`src/rtl/ip_pkg.sv`:
```
// Shared definitions for the instruction-pointer checkpoint unit:
// default geometry and the LIFO operation code passed from the decoder
// in the top level to the checkpoint stack.
package ip_pkg;

    localparam int IP_WIDTH_DEF   = 16;
    localparam int INC_W_DEF      = 4;
    localparam int CKPT_DEPTH_DEF = 4;
    localparam int LEN_W_DEF      = 4;

    // One operation per cycle after arbitration of push/pop/restore.
    // CK_REPLACE overwrites the top entry (push and pop together).
    typedef enum logic [2:0] {
        CK_NONE,
        CK_PUSH,
        CK_POP,
        CK_REPLACE,
        CK_RESTORE
    } ckpt_op_t;

endpackage

```
`src/rtl/ip_ckpt_stack.sv`:
```
// Checkpoint LIFO: DEPTH x WIDTH register array plus an occupancy counter.
// Rejected operations (push when full, pop/restore when empty) leave the
// stack untouched and raise a one-cycle err pulse.
module ip_ckpt_stack
    import ip_pkg::*;
#(
    parameter int WIDTH = IP_WIDTH_DEF,
    parameter int DEPTH = CKPT_DEPTH_DEF
) (
    input  logic                         clk,
    input  logic                         reset_n,
    input  ckpt_op_t                     op,
    input  logic [WIDTH-1:0]             wr_data,
    output logic [WIDTH-1:0]             top,
    output logic [$clog2(DEPTH+1)-1:0]   depth,
    output logic                         full,
    output logic                         empty,
    output logic                         err
);

    localparam int DW = $clog2(DEPTH + 1);
    localparam int AW = (DEPTH > 1) ? $clog2(DEPTH) : 1;

    logic [WIDTH-1:0] mem [DEPTH];
    logic [AW-1:0]    top_idx;
    logic [AW-1:0]    wr_addr;
    logic             do_write;
    logic             do_inc;
    logic             do_dec;

    assign full    = (depth == DW'(DEPTH));
    assign empty   = (depth == '0);
    assign top_idx = AW'(depth - DW'(1));
    assign top     = empty ? '0 : mem[top_idx];

    // Decode the requested operation into write/count controls and the error pulse.
    always_comb begin
        // NOTE: every signal gets a default first so no path leaves it unassigned (no latch).
        do_write = 1'b0;
        do_inc   = 1'b0;
        do_dec   = 1'b0;
        err      = 1'b0;
        wr_addr  = AW'(depth);
        case (op)
            CK_PUSH: begin
                if (full) begin
                    err = 1'b1;
                end else begin
                    do_write = 1'b1;
                    do_inc   = 1'b1;
                end
            end
            CK_REPLACE: begin
                // Replacing on an empty stack degenerates into a push.
                do_write = 1'b1;
                if (empty) begin
                    do_inc = 1'b1;
                end else begin
                    wr_addr = top_idx;
                end
            end
            CK_POP, CK_RESTORE: begin
                if (empty) begin
                    err = 1'b1;
                end else begin
                    do_dec = 1'b1;
                end
            end
            default: ;
        endcase
    end

    // Occupancy counter; reset discards all checkpoints.
    always_ff @(posedge clk) begin
        // NOTE: sequential state uses non-blocking assignments so all registers update together.
        if (!reset_n) begin
            depth <= '0;
        end else if (do_inc) begin
            depth <= depth + DW'(1);
        end else if (do_dec) begin
            depth <= depth - DW'(1);
        end
    end

    // Entry storage.
    always_ff @(posedge clk) begin
        // NOTE: the array is deliberately not reset; entries at or above depth are never observed.
        if (do_write) begin
            mem[wr_addr] <= wr_data;
        end
    end

endmodule

```
`src/rtl/ip_ckpt_unit.sv`:
```
// Instruction-pointer register with single-instruction rollback, a LIFO
// of saved instruction-start checkpoints and a running instruction length.
module ip_ckpt_unit
    import ip_pkg::*;
#(
    parameter int WIDTH = IP_WIDTH_DEF,
    parameter int INC_W = INC_W_DEF,
    parameter int DEPTH = CKPT_DEPTH_DEF,
    parameter int LEN_W = LEN_W_DEF
) (
    input  logic                         clk,
    input  logic                         reset_n,
    input  logic                         start_instruction,
    input  logic                         next_instruction,
    input  logic                         rollback,
    input  logic [INC_W-1:0]             inc,
    input  logic                         wr_en,
    input  logic [WIDTH-1:0]             wr_val,
    input  logic                         ckpt_push,
    input  logic                         ckpt_pop,
    input  logic                         ckpt_restore,
    input  logic                         err_clr,
    output logic [WIDTH-1:0]             val,
    output logic [WIDTH-1:0]             start_val,
    output logic [LEN_W-1:0]             instr_len,
    output logic [$clog2(DEPTH+1)-1:0]   ckpt_depth,
    output logic                         ckpt_full,
    output logic                         ckpt_empty,
    output logic                         ckpt_err
);

    ckpt_op_t         op;
    logic [WIDTH-1:0] stk_top;
    logic             stk_err;
    logic             restore_ok;
    logic [WIDTH-1:0] val_d;
    logic [WIDTH-1:0] start_d;

    // A restore only counts when there is an entry to return to.
    assign restore_ok = ckpt_restore && !ckpt_empty;
    assign instr_len  = LEN_W'(val - start_val);

    // Collapse the three LIFO strobes into one operation; restore masks push/pop.
    always_comb begin
        op = CK_NONE;
        if (ckpt_restore) begin
            op = CK_RESTORE;
        end else if (ckpt_push && ckpt_pop) begin
            op = CK_REPLACE;
        end else if (ckpt_push) begin
            op = CK_PUSH;
        end else if (ckpt_pop) begin
            op = CK_POP;
        end
    end

    ip_ckpt_stack #(
        .WIDTH (WIDTH),
        .DEPTH (DEPTH)
    ) u_stack (
        .clk     (clk),
        .reset_n (reset_n),
        .op      (op),
        .wr_data (start_val),
        .top     (stk_top),
        .depth   (ckpt_depth),
        .full    (ckpt_full),
        .empty   (ckpt_empty),
        .err     (stk_err)
    );

    // Next current-IP: direct load, then restore, then rollback, then advance.
    always_comb begin
        val_d = val;
        if (wr_en) begin
            val_d = wr_val;
        end else if (restore_ok) begin
            val_d = stk_top;
        end else if (rollback) begin
            val_d = start_val;
        end else if (start_instruction) begin
            val_d = val + WIDTH'(inc);
        end
    end

    // Next instruction-start: restore wins, otherwise latch the boundary.
    always_comb begin
        start_d = start_val;
        if (restore_ok) begin
            start_d = stk_top;
        end else if (next_instruction) begin
            start_d = wr_en ? wr_val : val;
        end
    end

    // IP registers and sticky error; a rejected op beats a clear.
    always_ff @(posedge clk) begin
        if (!reset_n) begin
            val       <= '0;
            start_val <= '0;
            ckpt_err  <= 1'b0;
        end else begin
            val       <= val_d;
            start_val <= start_d;
            if (stk_err) begin
                ckpt_err <= 1'b1;
            end else if (err_clr) begin
                ckpt_err <= 1'b0;
            end
        end
    end

endmodule

```
`config.mk`:
```
export PLATFORM = sky130hd
export DESIGN_NAME = ip_ckpt_unit
export DESIGN_NICKNAME = d
export VERILOG_FILES = /design/src/rtl/ip_pkg.sv /design/src/rtl/ip_ckpt_stack.sv /design/src/rtl/ip_ckpt_unit.sv
export SDC_FILE = /design/constraint.sdc
export NUM_CORES = 1
export LEC_CHECK = 0
export ABC_AREA = 1
export CAP_MARGIN = 30
export CORE_MARGIN = 5
export CORE_UTILIZATION = 59
export DETAILED_ROUTE_END_ITERATION = 12
export PLACE_DENSITY = 0.84
export SYNTH_ARGS = -nofsm -noshare
export SYNTH_HDL_FRONTEND = slang
export SYNTH_SLANG_ARGS = --single-unit
```
`constraint.sdc`:
```
create_clock -name clk -period 7.5 [get_ports clk]
set_clock_uncertainty 0.2 [all_clocks]
set_input_delay 1.5 -clock clk [delete_from_list [all_inputs] [get_ports clk]]
set_output_delay 1.5 -clock clk [all_outputs]
set_load 0.005 [all_outputs]
```
== After elaboration in Yosys (flattened, before gate mapping) ==
Memory sizes are Yosys's and may differ from the RTL's.
Cells that the tools add are included.

* Register bits after elaboration: 36
* Memory bits (writable): 64
* Output and inout port bits: 42
* Word-level logic and storage cells: 51
* Memories kept: 1

* Add/sub/neg operators: 4
* Equal/unequal tests: 5
* Mux-type cells: 28
* Reduce and logical (&&, ||, !) cells: 9

{| class="wikitable"
|+ Memory list
! name !! depth !! width !! rd ports !! clocked after memory_dff !! write ports !! RTL line !! RTL
|-
| u_stack.mem || 4 || 16 || 1 || 0 || 1 || ip_ckpt_stack.sv:24 || <nowiki>logic [WIDTH-1:0] mem [DEPTH];</nowiki>
|}

{| class="wikitable"
|+ Operator list
! cell !! number
|-
| $mux W16 || 8
|-
| $add A16 B4 Y16 || 1
|-
| $mux W2 || 5
|-
| $mux W1 || 9
|-
| $mux W3 || 3
|-
| $eq A3 B2 Y1 const B || 2
|-
| $eq A3 B3 Y1 const B || 2
|-
| $pmux W1 S2 || 3
|-
| $reduce_bool A2 Y1 || 3
|-
| $reduce_bool A4 Y1 || 1
|-
| $sub A4 B4 Y4 || 1
|-
| $add A3 B1 Y3 const B || 1
|-
| $eq A3 B1 Y1 const B || 1
|-
| $logic_not A3 Y1 || 1
|-
| $sub A3 B1 Y3 const B || 1
|-
| $logic_and A1 B1 Y1 || 2
|-
| $reduce_or A2 Y1 || 1
|-
| $logic_not A1 Y1 || 1
|}

== Depth between registers and ports, before layout ==
Gate-level depths: netlist of the first run.

* Depth in word-level cells: 9
* Mapped depth: 13
* Gate-level depth less buffers: 13

== Cells and area by module ==
Synthesis of the first run repeated with hierarchy kept, for this count alone.

* Cells, all modules: 672
* Area, all modules: 5413.9 µm²

{| class="wikitable"
|+ By module, submodules not included
! module !! times used !! cells an instance !! area each (µm²) !! seq. area each (µm²)
|-
| ip_ckpt_stack || 1 || 255 || 2859.0 || 1981.9
|-
| ip_ckpt_unit || 1 || 417 || 2555.0 || 660.6
|}

== Worst setup path after synthesis of the first run ==
Ideal clock, no wire load.

* Kind: input-to-reg
* From: input ckpt_restore
* To: memory u_stack.mem[1][0] (netlist bit) (enable)
* Library setup time: 0.388 ns
* Arrival time: 2.896 ns
* Slack: 4.015 ns
* Stages: 7
* Cell sequence: inv_2 -> nand2_1 -> inv_1 -> nand2_1 -> xor2_1 -> or2_1 -> nor2_1

* Cells in the longest elaborated chain, start to end: 5

{| class="wikitable"
|+ RTL lines
! what !! RTL line !! RTL
|-
| start, declared || ip_ckpt_unit.sv:21 || <nowiki>input logic ckpt_restore,</nowiki>
|-
| $mux W3 * || ip_ckpt_unit.sv:46 || <nowiki>if (ckpt_restore) begin</nowiki>
|-
| $eq A3 B2 Y1 / $eq A3 B1 Y1 (equally long branches) || ip_ckpt_stack.sv:44 || <nowiki>case (op)</nowiki>
|-
| $pmux W1 S2 || ip_ckpt_stack.sv:44 ||
|-
| $mux W1 || ip_ckpt_stack.sv:88 || <nowiki>if (do_write) begin</nowiki>
|-
| $mux W1 (not written as such) || ip_ckpt_stack.sv:89 || <nowiki>mem[wr_addr] <= wr_data;</nowiki>
|-
| end, declared || ip_ckpt_stack.sv:24 ||
|}

Every way passes the cells marked *; elsewhere a longest branch is shown, timed or not.

== Worst setup path after layout of the first run ==
* From: register start_val[2]
* To: output instr_len[3]

* Cells in the longest elaborated chain, start to end: 1

{| class="wikitable"
|+ RTL lines
! what !! RTL line !! RTL
|-
| start, declared || ip_ckpt_unit.sv:24 || <nowiki>output logic [WIDTH-1:0] start_val,</nowiki>
|-
| start signal, assigned || ip_ckpt_unit.sv:104 || <nowiki>start_val <= start_d;</nowiki>
|-
| $sub A4 B4 Y4 || ip_ckpt_unit.sv:41 || <nowiki>assign instr_len = LEN_W'(val - start_val);</nowiki>
|-
| end, declared || ip_ckpt_unit.sv:25 || <nowiki>output logic [LEN_W-1:0] instr_len,</nowiki>
|}

Every way passes these cells.

==> results of run 1 <==
==> sequential cells by signal (all words and copies together) (netlist names) <==
register / cells
u_stack.mem: 64
u_stack.depth: 3
val: 16
start_val: 16
ckpt_err: 1
==> final timing paths <==
check,start,end,slack (ns),cells past startpoint
min reg2reg,u_stack.depth[2],u_stack.depth[2],0.33,2
max,start_val[2],instr_len[3],3.56,6
max reg2reg,u_stack.depth[0],u_stack.mem[1][13],4.07,7
min,u_stack.depth[2],u_stack.depth[2],0.33,2
==> cell type report <==
type | count | area (um2)
inverters | 41 | 156
well taps | 108 | 135
multi-input cells | 410 | 2230
repair buffers | 78 | 791
clock buffers | 11 | 131
fillers | 677 | 2510
flip-flops and latches | 100 | 2640
clock inverters | 5 | 76.3
==> power groups by stage <==
stage	combinational (W)	clock [W]	sequential, W
6_report	0.000882	0.000366	0.000818
4_1_cts	0.000878	0.000366	0.000815
3_3_place_gp	0.000846	0	0.000824
3_5_place_dp	0.000872	0	0.000828
5_1_grt	0.000976	0.000390	0.000829
2_1_floorplan	0.000574	0	0.000795
==> Yosys cell counts (all sizes together) <==
| master | n |
|---|---|
| o21ai | 81 |
| nand2 | 113 |
| buf | 23 |
| a32o | 1 |
| o22ai | 14 |
| or2 | 7 |
| clkinv | 1 |
| ha | 10 |
| nand3b | 4 |
| o211ai | 10 |
| dfxtp | 36 |
| nor2 | 73 |
| nand3 | 33 |
| xor2 | 5 |
| fa | 2 |
| a21oi | 29 |
| edfxtp | 64 |
| xnor2 | 4 |
| a31oi | 11 |
| o21bai | 1 |
| a41oi | 10 |
| inv | 40 |
| clkbuf | 8 |
| o31ai | 2 |
==> logic make-up (layout without fill, tap and decap cells) <==
family                   Yosys count  count (layout)
XOR/XNOR                           9               9
AO/OA/AOI/OAI                    159             159
AND/OR/NAND/NOR                  230             230
flip-flops                       100             100
adder cells (fa/ha/maj)           12              12
buffers and inverters             72             135
==> metrics by stage <==
step	instance area [um2]	instances	total power, W	worst slack (ns)
finish	6170	753	0.00207	3.56
global route	6170	753	0.00220	3.49
CTS	6170	753	0.00206	3.55
detailed placement	5960	737	0.00170	3.41
global placement	5910	734	0.00167	3.19
floorplan	5220	582	0.00137	4.02
==> per-layer routing <==
| layer | vias to the layer above | global-route usage | wire length, um |
|---|---|---|---|
| li1 | 2135 | - | - |
| met1 | 2145 | 0.327 | 5350 |
| met2 | 230 | 0.397 | 6280 |
| met3 | 25 | 0.0366 | 1250 |
| met4 | 0 | 0.0907 | 209 |
| met5 | - | 0 | 0 |
==> worst max-delay path, stage by stage (launching register included) <==
cell	delay (ns)
dfxtp_1	0.50
inv_1	0.08
ha_1	0.33
nand2_1	0.06
o21ai_0	0.18
xor2_1	0.18
clkdlybuf4s50_1	0.54
==> flow_summary.toml, run 1 <==
[outcome]
status = "completed"

[power_and_ir_drop]
p_clk_frac = 0.177
p_leak_nw = 2.32
intPower_w = 0.00126
switchingPower_w = 0.000808
p_per_area_nw_per_um2 = 335
vdd_drop_max_uv = 153
comb_power_share = 0.427
switching_share = 0.391
p_seq_frac = 0.396

[synthesis]
synth_top_family_by_area = "simple AND/OR/NAND/NOR gates"
synthTopCellsByArea = "edfxtp_1, dfxtp_1, nand2_1, o21ai_0, nor2_1"
synthAdderAreaFrac = 0.0316
synth_nets = 624
syn_area_per_cell_um2 = 8.97
synth_seq_cells = 100
synthSimpleGateAreaFrac = 0.202
ys_warn_count = 0
synth_area_leader_cell = "edfxtp_1"
syn_area_um2 = 5220
synth_xor_area_frac = 0.0151
synthCells = 582
synth_compound_area_frac = 0.179
synth_cell_type_count = 43
ys_seq_area_frac = 0.506
synthMuxAreaShare = 0
synth_top_area_share = 0.368

[die]
num_io_pins = 72
die_w_um = 104
die_y_um = 104
die_area_um2 = 10800
core_area_um2 = 8680
rows = 34
start_util = 0.602

[hold_path]
hold_path.class = "reg2reg"

[clock_network]
ctsLongestPathBuffers = 2
clockRootBuffer = "clkbuf_8"
cts_tree = "done"
cts_buffers = 9
ctsResizeCount = 0
ctsHtreeMaxLevel = 3
ctsHoldBuffers = 0
clkLatencyLatePin_ns = 0.37
path_clk_slew_ns = 0.10
post_cts_buffers = 0
cts_sinks = 100

[cells_and_area]
area_delta_synth_final_pct = 18.1
drive_above_1_share = 0.0853
layout_common_cells = "nand2_1, o21ai_0, clkdlybuf4s50_1"
final_core_util = 0.710
antenna_cells = 0
finalNetCount = 682
final_common_cell = "nand2_1"

[sta]
slew-limit-headroom = 0.376
fin_setup_tns_ns = 0
rsz0062_at_grt = "no"
slew_violations = 0
finalCritPeriodShare = 0.525
fmax_mhz = 254
whs_ns = 0.331
worst_slew_pin_slew_ns = 0.936
fin_crit_ns = 3.94
final_hold_viol_count = 0
finalSetupViolCount = 0

[place]
detailed_place_hpwl_um = 9040
gp_congestion = 0.917
numPortBuffers = 71

[global_routing]
antenna_found_initial = 0
grt_pass1_wl_um = 21500
overflow = 0
grt_pass1_vias = 4326
grt_max_degree = 38
grt_usage = 0.243

[critical_path]
critPathKind = "reg2out"
arrival_ns = 2.24
worstPathRequired_ns = 5.80
cp-start-kind = "register"
end_kind = "primary output"
cp_max_fo = 8

[routing]
drt-pass1-iter-count = 5
wirelength_um = 13100
via_count = 4535
wl_per_cell_um = 17.4
drt_iter0_drc = 323
vias_per_cell = 6.02
ant_nets = 0
drc_errors = 0

[run]
drv_cap = 0
(Power assumes the default switching activity.)
==> inputs of run 2 (changes only) <==
Settings changed: CORE_UTILIZATION 59 to 55, PLACE_DENSITY 0.84 to 0.79.
Clock period 7.5 ns to 3.9 ns, I/O delays scaled along.
==> flow_summary.toml, run 2 (same netlist as run 1, synthesis figures left out) <==
[outcome]
status = "completed"

[critical_path]
ff2ff_setup_slack_ns = 1.02
slowest_stage = "dfxtp_1"
worstPathRequired_ns = 2.92
critPathKind = "reg2out"
r2r-end = "u_stack.mem[0][6]"
crit_path_start = "start_val[2]"
r2r-start = "u_stack.depth[1]"
crit_buf_inv = 2
arrival_ns = 2.39
r2r_cells = 7
end_kind = "primary output"
crit_family = "buffers and inverters"
max_stage_delay_ns = 0.53
cp.depth = 6
cp_max_fo = 8
path_cells = "inv_1 -> ha_1 -> nand2_1 -> o21ai_0 -> xor2_1 -> clkdlybuf4s50_1"
crit_end = "instr_len[3]"
cp-start-kind = "register"

[routing]
wl_per_cell_um = 17.3
wirelength_um = 13500
via_count = 4562
ant_nets = 0
drc_errors = 0
drt-pass1-iter-count = 6
drt_iter0_drc = 411
vias_per_cell = 5.86

[place]
numPortBuffers = 71
gp_congestion = 0.932
dp.cells = 762
detailed_place_hpwl_um = 9410

[cells_and_area]
drive_above_1_share = 0.0940
final_common_cell = "nand2_1"
layout_common_cells = "nand2_1, o21ai_0, clkdlybuf4s50_1"
largest_register_ffs = 64
antenna_cells = 0
finalNetCount = 686
area_delta_synth_final_pct = 19.0
reg_top3 = "u_stack.mem: 64 flops, start_val: 16 flops, val: 16 flops"
fin_cells = 778
largest-register = "u_stack.mem"

[clock_network]
cts_buffers = 9
ctsResizeCount = 0
clockRootBuffer = "clkbuf_8"
cts_tree = "done"
post_cts_buffers = 0
cts_sinks = 100
ctsHoldBuffers = 0
clkLatencyLatePin_ns = 0.36
path_clk_slew_ns = 0.10
ctsHtreeMaxLevel = 3
ctsLongestPathBuffers = 2

[sta]
fmax_mhz = 297
final_hold_viol_count = 0
finalSetupViolCount = 0
fin_crit_ns = 3.37
whs_ns = 0.319
slew_violations = 0
finalCritPeriodShare = 0.863
fin_setup_tns_ns = 0
worst_slew_pin_slew_ns = 0.956
rsz0062_at_grt = "no"
slew-limit-headroom = 0.362

[power_and_ir_drop]
p_per_area_nw_per_um2 = 648
p_leak_nw = 2.33
p_clk_frac = 0.184
switching_share = 0.395
p_seq_frac = 0.390
intPower_w = 0.00244
vdd_drop_max_uv = 315
switchingPower_w = 0.00159
comb_power_share = 0.426

[run]
drv_cap = 0

[die]
rows = 35
num_io_pins = 72
die_w_um = 107
core_area_um2 = 9240
start_util = 0.565
die_area_um2 = 11500
die_y_um = 107

[global_routing]
grt_max_degree = 38
grt_pass1_vias = 4336
overflow = 0
grt_usage = 0.238
antenna_found_initial = 0
grt_pass1_wl_um = 21600

[hold_path]
min_path_cells = 2
hold_path.class = "reg2reg"
min_from = "u_stack.depth[2]"
==> run 2: cell count changes in the layout (fill, tap and decap cells not counted), sizes merged <==
cell	before	now
buf	7	11
inv	40	42
clkbuf	11	10
clkinv	3	2
==> run 2: how the worst min path moves through the flow <==
stage                             to
floorplan           u_stack.depth[2]
global placement    u_stack.depth[2]
detailed placement  u_stack.depth[2]
CTS                 u_stack.depth[2]
global route        u_stack.depth[2]
finish              u_stack.depth[2]
==> run 2: through the flow <==
| stage | worst slack [ns] | total power [W] | utilization | instance area [um2] |
|---|---|---|---|---|
| floorplan | 0.950 | 0.00263 | - | 5220 |
| global placement | 0.800 | 0.00324 | 0.648 | 5990 |
| detailed placement | 0.692 | 0.00329 | 0.648 | 5990 |
| CTS | 0.552 | 0.00403 | 0.672 | 6210 |
| global route | 0.526 | 0.00429 | 0.672 | 6210 |
| finish | 0.533 | 0.00403 | 0.672 | 6210 |
==> run 2: layout make-up <==
class / count / area (um2)
Clock buffer: 10 / 128
Clock inverter: 6 / 96.3
Fill cell: 738 / 3030
Inverter: 41 / 156
Multi-Input combinational cell: 410 / 2230
Sequential cell: 100 / 2640
Tap cell: 129 / 161
Timing Repair Buffer: 82 / 793
==> run 2: power groups by stage <==
| stage | combinational [W] | sequential, W | clock (W) |
|---|---|---|---|
| CTS | 0.00171 | 0.00157 | 0.000755 |
| detailed placement | 0.00170 | 0.00159 | 0 |
| global placement | 0.00166 | 0.00158 | 0 |
| global route | 0.00190 | 0.00160 | 0.000793 |
| finish | 0.00172 | 0.00157 | 0.000741 |
| floorplan | 0.00110 | 0.00153 | 0 |
==> run 2: per-layer routing <==
metal | wire length, um | vias to the layer above | global-route usage
li1 | - | 2139 | -
met1 | 5590 | 2129 | 0.325
met2 | 6330 | 259 | 0.389
met3 | 1200 | 35 | 0.0324
met4 | 340 | 0 | 0.0830
met5 | 0 | - | 0
==> run 2: worst reg2reg max path, delay by kind of cell (launching register included) <==
kind / cells / cell delay [ns]
adder cells (fa/ha/maj): 1 / 0.69
flip-flops: 1 / 0.36
AO/OA/AOI/OAI: 1 / 0.31
AND/OR/NAND/NOR: 1 / 0.12
buffers and inverters: 4 / 0.88
